<file path="src/rtl/tick_run_controller.sv">
// Run/pause/stop sequencer for the tick divider: turns button presses into divider
// controls and counts ticks to TARGET. Optional build macro: AUTO_RELOAD_EN.
module tick_run_controller #(
    parameter int CNT_WIDTH = 4,
    parameter int TARGET    = 15
) (
    input  logic                 clk,
    input  logic                 rst,
    input  logic                 start_btn,
    input  logic                 pause_btn,
    input  logic                 stop_btn,
    input  logic                 tick_in,
    output logic                 div_en,
    output logic                 div_clr,
    output logic [CNT_WIDTH-1:0] count,
    output logic                 running,
    output logic                 paused,
    output logic                 done
);

    typedef enum logic [1:0] {
        ST_IDLE  = 2'd0,
        ST_RUN   = 2'd1,
        ST_PAUSE = 2'd2,
        ST_DONE  = 2'd3
    } state_t;

    localparam logic [CNT_WIDTH-1:0] ZERO_C      = {CNT_WIDTH{1'b0}};
    localparam logic [CNT_WIDTH-1:0] ONE_C       = {{(CNT_WIDTH-1){1'b0}}, 1'b1};
    localparam logic [CNT_WIDTH-1:0] TARGET_C    = CNT_WIDTH'(TARGET);
    localparam logic [CNT_WIDTH-1:0] TARGET_M1_C = CNT_WIDTH'(TARGET - 1);

    state_t               state_r;
    state_t               state_next_s;
    logic [CNT_WIDTH-1:0] count_r;
    logic [CNT_WIDTH-1:0] count_next_s;
    logic                 done_r;
    logic                 done_next_s;
    logic                 div_en_r;
    logic                 div_clr_r;
    logic                 running_r;
    logic                 paused_r;
    logic                 div_en_next_s;
    logic                 div_clr_next_s;
    logic                 running_next_s;
    logic                 paused_next_s;

    // Previous button levels; reset high so a button held through reset is not an event.
    logic start_q_r;
    logic pause_q_r;
    logic stop_q_r;
    logic start_ev_s;
    logic pause_ev_s;
    logic stop_ev_s;
    logic terminal_s;

    assign start_ev_s = start_btn & ~start_q_r;
    assign pause_ev_s = pause_btn & ~pause_q_r;
    assign stop_ev_s  = stop_btn & ~stop_q_r;
    assign terminal_s = tick_in & (count_r == TARGET_M1_C);

    // Next-state and next-count logic; stop beats every other event and any tick.
    always_comb begin
        state_next_s = state_r;
        count_next_s = count_r;
        done_next_s  = 1'b0;
        case (state_r)
            ST_IDLE: begin
                if (stop_ev_s) begin
                    state_next_s = ST_IDLE;
                    count_next_s = ZERO_C;
                end else if (start_ev_s) begin
                    state_next_s = ST_RUN;
                    count_next_s = ZERO_C;
                end else begin
                    state_next_s = ST_IDLE;
                end
            end
            ST_RUN: begin
                if (stop_ev_s) begin
                    state_next_s = ST_IDLE;
                    count_next_s = ZERO_C;
                end else if (tick_in) begin
                    if (terminal_s) begin
                        done_next_s = 1'b1;
`ifdef AUTO_RELOAD_EN
                        count_next_s = ZERO_C;
                        state_next_s = pause_ev_s ? ST_PAUSE : ST_RUN;
`else
                        count_next_s = TARGET_C;
                        state_next_s = ST_DONE;
`endif
                    end else begin
                        count_next_s = count_r + ONE_C;
                        state_next_s = pause_ev_s ? ST_PAUSE : ST_RUN;
                    end
                end else if (pause_ev_s) begin
                    state_next_s = ST_PAUSE;
                end else begin
                    state_next_s = ST_RUN;
                end
            end
            ST_PAUSE: begin
                if (stop_ev_s) begin
                    state_next_s = ST_IDLE;
                    count_next_s = ZERO_C;
                end else if (start_ev_s || pause_ev_s) begin
                    state_next_s = ST_RUN;
                end else begin
                    state_next_s = ST_PAUSE;
                end
            end
            ST_DONE: begin
                if (stop_ev_s) begin
                    state_next_s = ST_IDLE;
                    count_next_s = ZERO_C;
                end else if (start_ev_s) begin
                    state_next_s = ST_RUN;
                    count_next_s = ZERO_C;
                end else begin
                    state_next_s = ST_DONE;
                end
            end
            default: begin
                state_next_s = ST_IDLE;
                count_next_s = ZERO_C;
            end
        endcase
    end

    // Divider controls and status decoded from the upcoming state so they register with it.
    always_comb begin
        div_en_next_s  = 1'b0;
        div_clr_next_s = 1'b1;
        running_next_s = 1'b0;
        paused_next_s  = 1'b0;
        case (state_next_s)
            ST_IDLE: begin
                div_en_next_s  = 1'b0;
                div_clr_next_s = 1'b1;
            end
            ST_RUN: begin
                div_en_next_s  = 1'b1;
                div_clr_next_s = 1'b0;
                running_next_s = 1'b1;
            end
            ST_PAUSE: begin
                div_en_next_s  = 1'b0;
                div_clr_next_s = 1'b0;
                paused_next_s  = 1'b1;
            end
            ST_DONE: begin
                div_en_next_s  = 1'b0;
                div_clr_next_s = 1'b1;
            end
            default: begin
                div_en_next_s  = 1'b0;
                div_clr_next_s = 1'b1;
            end
        endcase
    end

    // State, count, button history and registered outputs.
    always_ff @(posedge clk or posedge rst) begin
        if (rst) begin
            state_r   <= ST_IDLE;
            count_r   <= ZERO_C;
            done_r    <= 1'b0;
            div_en_r  <= 1'b0;
            div_clr_r <= 1'b1;
            running_r <= 1'b0;
            paused_r  <= 1'b0;
            start_q_r <= 1'b1;
            pause_q_r <= 1'b1;
            stop_q_r  <= 1'b1;
        end else begin
            state_r   <= state_next_s;
            count_r   <= count_next_s;
            done_r    <= done_next_s;
            div_en_r  <= div_en_next_s;
            div_clr_r <= div_clr_next_s;
            running_r <= running_next_s;
            paused_r  <= paused_next_s;
            start_q_r <= start_btn;
            pause_q_r <= pause_btn;
            stop_q_r  <= stop_btn;
        end
    end

    assign div_en  = div_en_r;
    assign div_clr = div_clr_r;
    assign count   = count_r;
    assign running = running_r;
    assign paused  = paused_r;
    assign done    = done_r;

endmodule

</file>
<file path="config.mk">
export PLATFORM = sky130hd
export DESIGN_NAME = tick_run_controller
export DESIGN_NICKNAME = d
export VERILOG_FILES = /design/src/rtl/tick_run_controller.sv
export SDC_FILE = /design/constraint.sdc
export NUM_CORES = 1
export LEC_CHECK = 0
export ABC_AREA = 1
export CORE_ASPECT_RATIO = 0.7
export CORE_MARGIN = 3
export CORE_UTILIZATION = 40
export DETAILED_ROUTE_END_ITERATION = 12
export PLACE_DENSITY = 0.64
export SYNTH_ARGS = -nofsm -noshare
export SYNTH_HDL_FRONTEND = slang
export SYNTH_SLANG_ARGS = --single-unit
</file>
<file path="constraint.sdc">
create_clock -name clk -period 3.75 [get_ports clk]
set_input_delay 0.9375 -clock clk [delete_from_list [all_inputs] [get_ports clk]]
set_output_delay 0.9375 -clock clk [all_outputs]
set_load 0.1 [all_outputs]
</file>
* Word level (Yosys, flattened, before mapping)
Index checks and enable logic that the tools add are counted.
** Word-level totals
- Register bits :: 14
- Input port bits :: 6
- Logic and storage cells :: 62
** Operators by class
- Add/sub/neg operators :: 1
- Equality and inequality tests :: 10
- Mux-type cells :: 26
- Bitwise logic cells :: 7
- Reductions and logical operators :: 8
** Operators by type and width (number)
- 4-bit two-way mux :: 6
- 2-bit two-way mux :: 8
- 4-bit case mux with 3 select lines :: 1
- 2-bit == test, second input constant :: 4
- 1-bit two-way mux :: 8
- 2-bit case mux with 4 select lines :: 1
- 2-bit OR reduction :: 3
- 4-bit by 1-bit adder with 4-bit output, second input constant :: 1
- 1-bit AND :: 4
- 2-bit by 1-bit == test with 1-bit output, second input constant :: 2
- 4-bit == test, second input constant :: 1
- 2-bit zero test :: 2
- 1-bit case mux with 2 select lines :: 2
- 3-bit by 1-bit != test with 1-bit output, second input constant :: 1
- 3-bit != test, second input constant :: 1
- 1-bit inverter :: 3
- 3-bit AND reduction :: 1
- 3-bit OR reduction :: 1
- 2-bit != test, second input constant :: 1
- 1-bit logical OR :: 1

* Depth between registers and ports, before layout
- Depth in word-level cells :: 10
- Gate-level depth with buffers :: 9
- Depth with buffers taken out :: 9

* Worst setup path after synthesis
Ideal clock, no wire load.
- Path type :: flip-flop to output port
- Start :: register, netlist name div_en
- End :: output running
- Arrival time :: 1.324 ns
- Data required time :: 2.812 ns
- Path slack :: 1.489 ns
- Stages on the path, launching flop included :: 2
- Cell sequence :: dfrtp_1 -> buf_4
** RTL lines
- to (decl) :: line 16 : output logic running,

* Final worst setup path
- Start :: register count_r[1] (netlist: count[1])
- End :: output count[1]
** RTL lines
- from (decl) :: line 35 : logic [CNT_WIDTH-1:0] count_r;
- from (signal assigned) :: line 178 : count_r <= count_next_s;
- to (decl) :: line 15 : output logic [CNT_WIDTH-1:0] count,
No word-level cell between the ends.

==> metrics <==
status complete, no violations; placed cells 124; Ys Warns 0; Max Fclk 356 MHz; CP endpoint kind primary output; Min-Delay Path Class reg2reg; largest net degree at the start of global routing 14; hold buffers post-CTS 0; wirelength, routed 1440 um; cell-internal power 300 uW; hold_ws 576 ps; nets 122; max incr delay on CP 1160 ps; Setup CP Type reg2out; Lkg Pwr 0.497 nW; Final Hold Fails 0; DP Area 916 sq um; startpoint types register; port bufs 14; initial core utilization 45.1%; Remaining Overflow, GRT 0; final routed DRC violation total 0; Power Density 673 mW/mm^2; die height 42.6 um; GRT Total Usage 13.5%; largest cells by area after synthesis dfrtp_1 (29%), dfstp_2 (14%), ha_1 (13%); IO Count 15; cts repair resizes 0; # H-tree levels 1; RSZ-0062 raised after global routing no; sequential element share of the synthesized area 43.2%; area of the multi-input gates 370 sq um; Max-slew headroom 35.4%; Root Buffer clkbuf_4; final instance area 942 sq um; post-synthesis register bit count 13; register area 330 sq um; vias in the first global route 541; setup repair bufs after CTS 0; number of standard cells in the layout, taps in and fillers out 128; area leader, netlist dfrtp_1; die area 0.00248 sq mm; P_sw 334 uW; synthesized cell area 764 sq um; GP Congestion 0.765; Max-Cap Viols 0; Inserted Diodes 0; fin crit share 75.0%; synth unique cells 18; clock buffer depth 2; Post-Synthesis Cells 90; pre-CTS WS 1230 ps; worst-skew pair later-pin latency 270 ps; DR pass1 iterations 4; data arrival time of the worst path 1870 ps; DR vias/cell 4.72; Syn-to-layout area delta 23.2%; DR WL/cell 11.3 um; most common cell after layout, fill and taps aside nand2_1; first-pass GRT wire length 2430 um; Syn Area/Cell 8.49 sq um; fin. max-slew vios 0; share of layout cells above drive strength 1 17.8%; Worst Clk Skew 3.02 ps; Core Footprint 0.00170 sq mm; Setup-failing EPs final 0; Antenna Nets Post-Route 0; Rows 12; Worst path top cell family by delay buffers and inverters; Critical path buffers and inverters 1; initial antenna violation count 0; cells along the critical path clkdlybuf4s50_1; clock sinks 13; CP max-delay cell clkdlybuf4s50_1; setup TNS 0 ps; Max VDD drop 0.000620 V; Comb pwr share 56.6%; most frequent cells in the layout nand2_1 (20), inv_1 (15), clkdlybuf4s50_1 (11), nand3_1 (9), dfrtp_1 (9); dpl hpwl 1170 um; # fillers 168; post-layout minimum cycle time 2810 ps; sequential share of power 30.0%; Total Power 634 uW; clock network power share 13.5%; First DRT Iteration DRCs 19; CTS tree done; Die X 58.3 um; sw frac 52.7%; post-synth top area share 29.5%; via count 604; CTS buffer count 3; Setup WS post-layout 938 ps; crit-path max FO 6; Final Util 55.5%; Slew @ Worst Pin 965 ps; Post-Syn Nets 104; WP data required 2810 ps; CTS clk-pin slew, worst paths 80 ps
tightest hold or removal path, cell delays in order, from the launching register on:
cell,delay [ps]
dfrtp_1,410
nand2_1,70
nand2_1,60
routing by layer:
metal	GRT usage, %	vias to the layer above	share of wire (%)
li1	-	314	-
met2	19.4	17	43
met4	4.17	0	0.69
met3	6.77	2	8.8
met1	17.5	271	47
met5	0	-	0
state kept, by name, summed over array words and instances, names as in the netlist:
signal	flops
count	4
state_r	2
div_clr	1
div_en	1
done	1
pause_q_r	1
paused	1
start_q_r	1
stop_q_r	1
final timing paths:
| path | cells past startpoint | slack [ps] | startpoint | endpoint |
|---|---|---|---|---|
| worst max-delay path | 1 | 940 | count[1] | count[1] |
| worst min-delay path | 2 | 580 | count[3] | count[3] |
| worst max register to register | 8 | 2220 | count[0] | div_clr |
| worst min register to register | 2 | 580 | count[3] | count[3] |
| max in group asynchronous | 2 | 2410 | rst | pause_q_r |
| min in group asynchronous | 2 | 980 | rst | state_r[1] |
cell type report:
type / count / area share (%)
repair buffers: 14 / 14.1
clock buffers: 4 / 2.79
multi-input cells: 61 / 39.3
inverters: 15 / 5.98
flip-flops and latches: 13 / 35.1
well taps: 21 / 2.79
power by group through the flow:
stage / clock, mW / sequential [mW] / combinational (mW)
floorplan: 0 / 0.318 / 0.165
global placement: 0 / 0.191 / 0.357
detailed placement: 0 / 0.193 / 0.359
CTS: 0.0891 / 0.190 / 0.361
global route: 0.0989 / 0.194 / 0.383
finish: 0.0854 / 0.190 / 0.359
cells in the mapped netlist, drive strengths merged:
master	number
a31oi	1
buf	1
dfrtp	9
dfstp	4
ha	8
inv	15
nand2	25
nand3	9
nand3b	1
nand4	1
nor2	10
o21ai	4
o21bai	1
xnor2	1
cells by family after synthesis:
kind of cell / after synthesis / share of synthesized area (%)
XOR/XNOR: 1 / 1.15
AND/OR/NAND/NOR: 46 / 29.8
AO/OA/AOI/OAI: 6 / 4.42
flip-flops: 13 / 43.2
buffers and inverters: 16 / 8.35
adder cells (fa/ha/maj): 8 / 13.1
(Power assumes the default switching activity.)
